$ cat config.mk
export PLATFORM = sky130hd
export DESIGN_NAME = display_scan_ctrl_flat
export DESIGN_NICKNAME = d
export VERILOG_FILES = /design/src/rtl/display_scan_ctrl_if.sv /design/src/rtl/display_scan_ctrl.sv /design/src/flat_wrapper.sv
export SDC_FILE = /design/constraint.sdc
export NUM_CORES = 1
export LEC_CHECK = 0
export CAP_MARGIN = 10
export CORE_MARGIN = 5
export CORE_UTILIZATION = 60
export CTS_CLUSTER_SIZE = 40
export DETAILED_ROUTE_END_ITERATION = 10
export DONT_BUFFER_PORTS = 1
export GPL_TIMING_DRIVEN = 0
export PLACE_DENSITY = 0.88
export SYNTH_ARGS = -nofsm -noshare
export SYNTH_HDL_FRONTEND = slang
export SYNTH_SLANG_ARGS = --single-unit
$ cat constraint.sdc
create_clock -name CLK -period 3.3 [get_ports CLK]
set_clock_uncertainty 0.1 [all_clocks]
set_input_delay 0.825 -clock CLK [delete_from_list [all_inputs] [get_ports CLK]]
set_output_delay 0.825 -clock CLK [all_outputs]
set_load 0.005 [all_outputs]
$ cat src/rtl/display_scan_ctrl_if.sv
// Entry, load and display signals of the multiplexed 7-segment scan controller.
// The master drives the strobes and reads the display; the slave is the controller.
interface display_scan_ctrl_if #(
    parameter int N_DIGITS = 4
);
    localparam int CW = $clog2(N_DIGITS + 1);

    logic [3:0]            DIGIT_IN;
    logic                  DIGIT_VALID;
    logic                  LOAD;
    logic [4*N_DIGITS-1:0] LOAD_VALUE;
    logic                  CLEAR;
    logic                  BLANK_LZ;
    logic [6:0]            SEG;
    logic [N_DIGITS-1:0]   DIG_SEL;
    logic [CW-1:0]         DIGIT_COUNT;
    logic                  FULL;

    modport master (
        output DIGIT_IN, DIGIT_VALID, LOAD, LOAD_VALUE, CLEAR, BLANK_LZ,
        input  SEG, DIG_SEL, DIGIT_COUNT, FULL
    );

    modport slave (
        input  DIGIT_IN, DIGIT_VALID, LOAD, LOAD_VALUE, CLEAR, BLANK_LZ,
        output SEG, DIG_SEL, DIGIT_COUNT, FULL
    );
endinterface

$ cat src/rtl/display_scan_ctrl.sv
// Multiplexed 7-segment scan controller with a calculator-style digit entry buffer.
// Scan timing runs independently of buffer writes; SEG/DIG_SEL lag the scan index by one cycle.
module display_scan_ctrl #(
    parameter int N_DIGITS = 4,
    parameter int PRESCALE = 50000
) (
    input logic                CLK,
    input logic                RESET,
    display_scan_ctrl_if.slave bus
);
    localparam int PW = $clog2(PRESCALE);
    localparam int SW = $clog2(N_DIGITS);
    localparam int CW = $clog2(N_DIGITS + 1);
    localparam logic [PW-1:0] PRE_LAST = PW'(PRESCALE - 1);
    localparam logic [SW-1:0] IDX_LAST = SW'(N_DIGITS - 1);
    localparam logic [CW-1:0] CNT_FULL = CW'(N_DIGITS);

    logic [PW-1:0]         pre_q;
    logic [SW-1:0]         idx_q;
    logic [4*N_DIGITS-1:0] buf_q, buf_d;
    logic [CW-1:0]         cnt_q, cnt_d;
    logic [6:0]            seg_q, seg_d;
    logic [N_DIGITS-1:0]   sel_q, sel_d;
    logic                  tick;
    logic                  full;

    function automatic logic [6:0] seg_encode(input logic [3:0] v);
        case (v)
            4'h0: return 7'h3F;
            4'h1: return 7'h06;
            4'h2: return 7'h5B;
            4'h3: return 7'h4F;
            4'h4: return 7'h66;
            4'h5: return 7'h6D;
            4'h6: return 7'h7D;
            4'h7: return 7'h07;
            4'h8: return 7'h7F;
            4'h9: return 7'h6F;
            4'hA: return 7'h77;
            4'hB: return 7'h7C;
            4'hC: return 7'h39;
            4'hD: return 7'h5E;
            4'hE: return 7'h79;
            default: return 7'h71;
        endcase
    endfunction

    assign tick = (pre_q == PRE_LAST);
    assign full = (cnt_q == CNT_FULL);

    // Strobe priority: CLEAR over LOAD over DIGIT_VALID.
    always_comb begin : buffer_next
        // NOTE: every output of a combinational block gets a default first so no latch is inferred.
        buf_d = buf_q;
        cnt_d = cnt_q;
        if (bus.CLEAR) begin
            buf_d = '0;
            cnt_d = '0;
        end else if (bus.LOAD) begin
            buf_d = bus.LOAD_VALUE;
            cnt_d = CNT_FULL;
        end else if (bus.DIGIT_VALID && !full) begin
            buf_d = {buf_q[4*N_DIGITS-5:0], bus.DIGIT_IN};
            cnt_d = cnt_q + CW'(1);
        end
    end

    always_comb begin : display_next
        logic                any_hi;
        logic [N_DIGITS-1:0] blank;
        any_hi = 1'b0;
        blank  = '0;
        // Walk down from the top digit; a digit blanks while everything at or above it is zero.
        for (int i = N_DIGITS - 1; i >= 1; i--) begin
            any_hi   = any_hi | (buf_q[4*i +: 4] != 4'h0);
            blank[i] = bus.BLANK_LZ & ~any_hi;
        end
        sel_d        = '0;
        sel_d[idx_q] = 1'b1;
        seg_d        = blank[idx_q] ? 7'h00 : seg_encode(buf_q[4*idx_q +: 4]);
    end

    always_ff @(posedge CLK or posedge RESET) begin
        if (RESET) begin
            pre_q <= '0;
            idx_q <= '0;
            // NOTE: the digit buffer is a handful of flops, not a RAM, so it is reset with everything else.
            buf_q <= '0;
            cnt_q <= '0;
            seg_q <= '0;
            sel_q <= '0;
        end else begin
            // NOTE: sequential state uses non-blocking assignments so every register samples pre-edge values.
            pre_q <= tick ? '0 : pre_q + PW'(1);
            if (tick) begin
                idx_q <= (idx_q == IDX_LAST) ? '0 : idx_q + SW'(1);
            end
            buf_q <= buf_d;
            cnt_q <= cnt_d;
            seg_q <= seg_d;
            sel_q <= sel_d;
        end
    end

    assign bus.SEG         = seg_q;
    assign bus.DIG_SEL     = sel_q;
    assign bus.DIGIT_COUNT = cnt_q;
    assign bus.FULL        = full;
endmodule

$ cat src/flat_wrapper.sv
// flat-port wrapper written by rule: the top's interface ports become plain ports
module display_scan_ctrl_flat 
#(
    parameter int N_DIGITS = 4,
    parameter int PRESCALE = 50000
)
  (CLK, RESET, bus_DIGIT_IN, bus_DIGIT_VALID, bus_LOAD, bus_LOAD_VALUE, bus_CLEAR, bus_BLANK_LZ, bus_SEG, bus_DIG_SEL, bus_DIGIT_COUNT, bus_FULL);
  display_scan_ctrl_if #(.N_DIGITS(N_DIGITS)) bus_i ();
  input logic CLK;
  input logic RESET;
  input wire logic [$bits(bus_i.DIGIT_IN)-1:0] bus_DIGIT_IN;
  input wire logic [$bits(bus_i.DIGIT_VALID)-1:0] bus_DIGIT_VALID;
  input wire logic [$bits(bus_i.LOAD)-1:0] bus_LOAD;
  input wire logic [$bits(bus_i.LOAD_VALUE)-1:0] bus_LOAD_VALUE;
  input wire logic [$bits(bus_i.CLEAR)-1:0] bus_CLEAR;
  input wire logic [$bits(bus_i.BLANK_LZ)-1:0] bus_BLANK_LZ;
  output wire logic [$bits(bus_i.SEG)-1:0] bus_SEG;
  output wire logic [$bits(bus_i.DIG_SEL)-1:0] bus_DIG_SEL;
  output wire logic [$bits(bus_i.DIGIT_COUNT)-1:0] bus_DIGIT_COUNT;
  output wire logic [$bits(bus_i.FULL)-1:0] bus_FULL;
  assign bus_i.DIGIT_IN = bus_DIGIT_IN;
  assign bus_i.DIGIT_VALID = bus_DIGIT_VALID;
  assign bus_i.LOAD = bus_LOAD;
  assign bus_i.LOAD_VALUE = bus_LOAD_VALUE;
  assign bus_i.CLEAR = bus_CLEAR;
  assign bus_i.BLANK_LZ = bus_BLANK_LZ;
  assign bus_SEG = bus_i.SEG;
  assign bus_DIG_SEL = bus_i.DIG_SEL;
  assign bus_DIGIT_COUNT = bus_i.DIGIT_COUNT;
  assign bus_FULL = bus_i.FULL;
  display_scan_ctrl #(.N_DIGITS(N_DIGITS), .PRESCALE(PRESCALE)) u_core (.CLK(CLK), .RESET(RESET), .bus(bus_i));
endmodule
==> out/summary.md <==
### Timing
* 0 — Fin. Hold Viols
* no — RSZ-0062 raised after global routing
* 0 — count of final max-slew check failures
* 0.603 — headroom to the max-slew limit
* 0.786 — share of the clock period used by the worst path after layout
* 2.59 ns — final worst path period need
* 0.596 ns — actual slew at the worst max-slew pin
* 385 MHz — Max Freq
* 0 ns — final sum of negative setup slack
* 0 — setup violators final

### Clock network
* 0.08 ns — clock transition at the registers of the reported paths
* 5 — number of clock buffers inserted by TritonCTS
* 0.30 ns — later-pin clock latency in the skew report
* sky130_fd_sc_hd__clkbuf_8 — cell at the root of the clock tree
* 2 — Max clock buf depth
* 0 — Post-CTS Hold Fix Bufs
* yes — clock tree from TritonCTS
* 48 — Num Clock Sinks
* 0 — Resized Gates After CTS
* 2 — CTS H-tree depth
* 0 — post-CTS repair timing setup buffer count

### Synthesis
* 1.00 — ys async rst share
* 265 — Mapped Cells
* 304 — Synth Net Count
* 37 — count of cell types in the netlist
* 48 — number of synthesized register bits
* 0.462 — sequential area share after synthesis
* 0 — yosys warns
* 2600 sq um — post-synth design cell area
* sky130_fd_sc_hd__dfrtp_1 — Post-synth top flop
* 9.82 sq um — Avg Inst Size Synth
* 0 — number of enable-type register cells in the synthesized netlist

### Critical path
* u_core.bus.SEG[0]$_DFF_PP0_ — Crit Reg-Reg Endpoint
* u_core.idx_q[0]$_DFFE_PP0N_ — beginning of the critical path
* flip-flop — startpoint type of the worst setup path
* u_core.bus.SEG[0]$_DFF_PP0_ — Worst Setup EP
* 7 — logic depth of the worst register-to-register path
* buf_4, mux4_2, inv_1, ha_1, a21oi_1, a2111oi_0, a211oi_1 — series of cell instances along the critical path
* sky130_fd_sc_hd__mux4_2 — cell with the largest stage delay on the worst path
* 3.35 ns — Req. time, crit path
* flip-flop to flip-flop — type of the setup path with the least slack
* 0.57 ns — CP max stage delay
* u_core.idx_q[0]$_DFFE_PP0N_ — worst reg2reg startpoint
* flip-flop — endpoint class of the critical path
* 2.64 ns — CP Data Arrival Time
* 7 — peak fanout along the critical path
* 0.71 ns — setup slack on the worst flop-to-flop path

### Route
* 0 — DRC violations left
* 5.89 — Vias per Instance
* 2420 um — wire length on met1
* 0 — post-detailed-route count of antenna-violating nets
* 2390 um — met2 layer wire length in the routed design
* met4 — top routing layer in use
* 5250 um — WL final
* 357 um — detailed-routed wire length on met3
* 4 — DR pass1 iterations
* 16.1 um — per-cell routed wire length
* 137 — first-iteration detailed-routing DRC count
* 1921 — total number of vias

### Pwr
* 404 nW/um^2 — power density of the placed cells
* 1120 uW — Power, Total
* 0.000276 V — peak supply drop
* 0.00123 uW — Pleak

### Floorplan
* 0.606 — initial core utilization
* 75.8 um — die width
* 5750 sq um — Die Footprint
* 4290 sq um — core box area
* 75.8 um — vertical extent of the die
* 24 — number of core rows
* 41 — top-level port count

### Global routing
* 0 — total overflow reported by the global router
* 29 — pin count of the biggest net entering global routing
* 8870 um — wire length of the first global-routing pass
* 0.202 — overall fraction of global-route tracks in use
* 1890 — vias in the first global route
* 0 — initial antenna violation count

### Final layout
* 6.83% — area added between synthesis and finish
* 312 — final net count
* 0 — Antenna diodes
* 0.0876 — share of layout cells above drive strength 1

### Min path
* primary input to asynchronous set/reset pin — type of the worst min-delay path

### Job
* 0 — Maximum Capacitance Violations

### Placed design
* 3740 um — half-perimeter wire length after placement
* 0 — Port-buffer cells
* 0.776 — routability congestion estimate

### Outcome
* complete, no violations — outcome

## layout by cell type (no fill, tap or decap), drive strengths merged
cell     instances
nor3b            1
nand2b           1
nand3b           2
nor3             4
nor4             4
nor4b            1
clkbuf          10
ha              13
xor2             8
xnor2            9
a2111oi          1
mux2i           23
nor2b            1
nand4            4
a211oi           4
a311oi           1
clkinv           2
nand3            7
mux4             2
nand2           16
o21ai            4
and4             2
a221oi           1
inv              8
a31oi            1
o22ai            1
a21oi           22
nor2            55
a21boi           1
mux2             4
dfrtp           48
and3             2
and2             1
buf             10
## area by class of cell
cell class,count,area (sq um)
inverters,8,30.0
plain buffers,13,66.3
well taps,52,65.1
repair buffers,1,20.0
multi-input cells,196,1300
flip-flops and latches,48,1200
clock buffers,6,82.6
fillers,335,1520
clock inverters,2,10.0
## sequential cells by signal, indices dropped and copies added (netlist names)
name                    flops
u_core.idx_q                2
u_core.pre_q               16
u_core.buf_q               16
u_core.bus.SEG              7
u_core.bus.DIG_SEL          4
u_core.bus.DIGIT_COUNT      3
## worst min path at each step
stage | startpoint | end | slack (ns) | cells past startpoint
after global placement | u_core.pre_q[14]$_DFF_PP0_ | u_core.pre_q[14]$_DFF_PP0_ | 0.38 | 1
after detailed placement | u_core.pre_q[0]$_DFF_PP0_ | u_core.pre_q[0]$_DFF_PP0_ | 0.39 | 1
after CTS | RESET | u_core.bus.DIGIT_COUNT[1]$_DFFE_PP0P_ | 0.33 | 1
final | RESET | u_core.bus.DIGIT_COUNT[1]$_DFFE_PP0P_ | 0.32 | 1
after global routing | RESET | u_core.bus.DIGIT_COUNT[1]$_DFFE_PP0P_ | 0.33 | 1
after floorplan | u_core.pre_q[0]$_DFF_PP0_ | u_core.pre_q[0]$_DFF_PP0_ | 0.36 | 1
## metrics by stage
stage                     hold WS (ns)  setup WS [ns]  instances  cell area, sq um  utilization
final                            0.316          0.706        326              2780        0.647
after global routing             0.326          0.584        326              2780        0.647
after CTS                        0.327          0.827        326              2780        0.647
after detailed placement         0.392          0.851        318              2690        0.626
after global placement           0.380          0.758        317              2670        0.621
after floorplan                  0.355           1.17        265              2600            -
## metal layers
layer,vias up,GRT usage
met2,58,0.307
met5,-,0
met4,0,0.0777
met3,11,0.0739
li1,917,-
met1,935,0.263
## critical path: cells and delay by family, from the launching register on
kind                     cells  cell delay (ns)
multiplexers                 1             0.57
AO/OA/AOI/OAI                3             0.68
buffers and inverters        2             0.35
adder cells (fa/ha/maj)      1             0.34
flip-flops                   1             0.39
## report_power, final
group,internal (uW),leakage (uW),switching (uW)
Clock,167,0.0000510,187
Sequential,611,0.000613,23.0
Combinational,56.8,0.000568,78.7
Total,835,0.00123,289
## cells in the mapped netlist (all sizes together), types with 2 or more instances
cell type / number / share of area
nor2: 55 / 0.079
dfrtp: 48 / 0.46
mux2i: 23 / 0.089
a21oi: 22 / 0.042
nand2: 16 / 0.023
ha: 13 / 0.063
buf: 9 / 0.020
xnor2: 9 / 0.030
inv: 8 / 0.012
xor2: 8 / 0.027
nand3: 7 / 0.013
a211oi: 4 / 0.012
clkbuf: 4 / 0.0058
mux2: 4 / 0.020
nand4: 4 / 0.0096
nor3: 4 / 0.0077
nor4: 4 / 0.0096
o21ai: 4 / 0.0077
and3: 2 / 0.0048
and4: 2 / 0.0067
mux4: 2 / 0.017
nand3b: 2 / 0.0058
## logic make-up after synthesis
logic type | Yosys count | synth area share
AO/OA/AOI/OAI | 36 | 0.0818
XOR/XNOR | 17 | 0.0572
adder cells (fa/ha/maj) | 13 | 0.0625
buffers and inverters | 21 | 0.0370
flip-flops | 48 | 0.462
multiplexers | 29 | 0.126
AND/OR/NAND/NOR | 101 | 0.174
No activity file was read; power rests on OpenSTA's default activity.
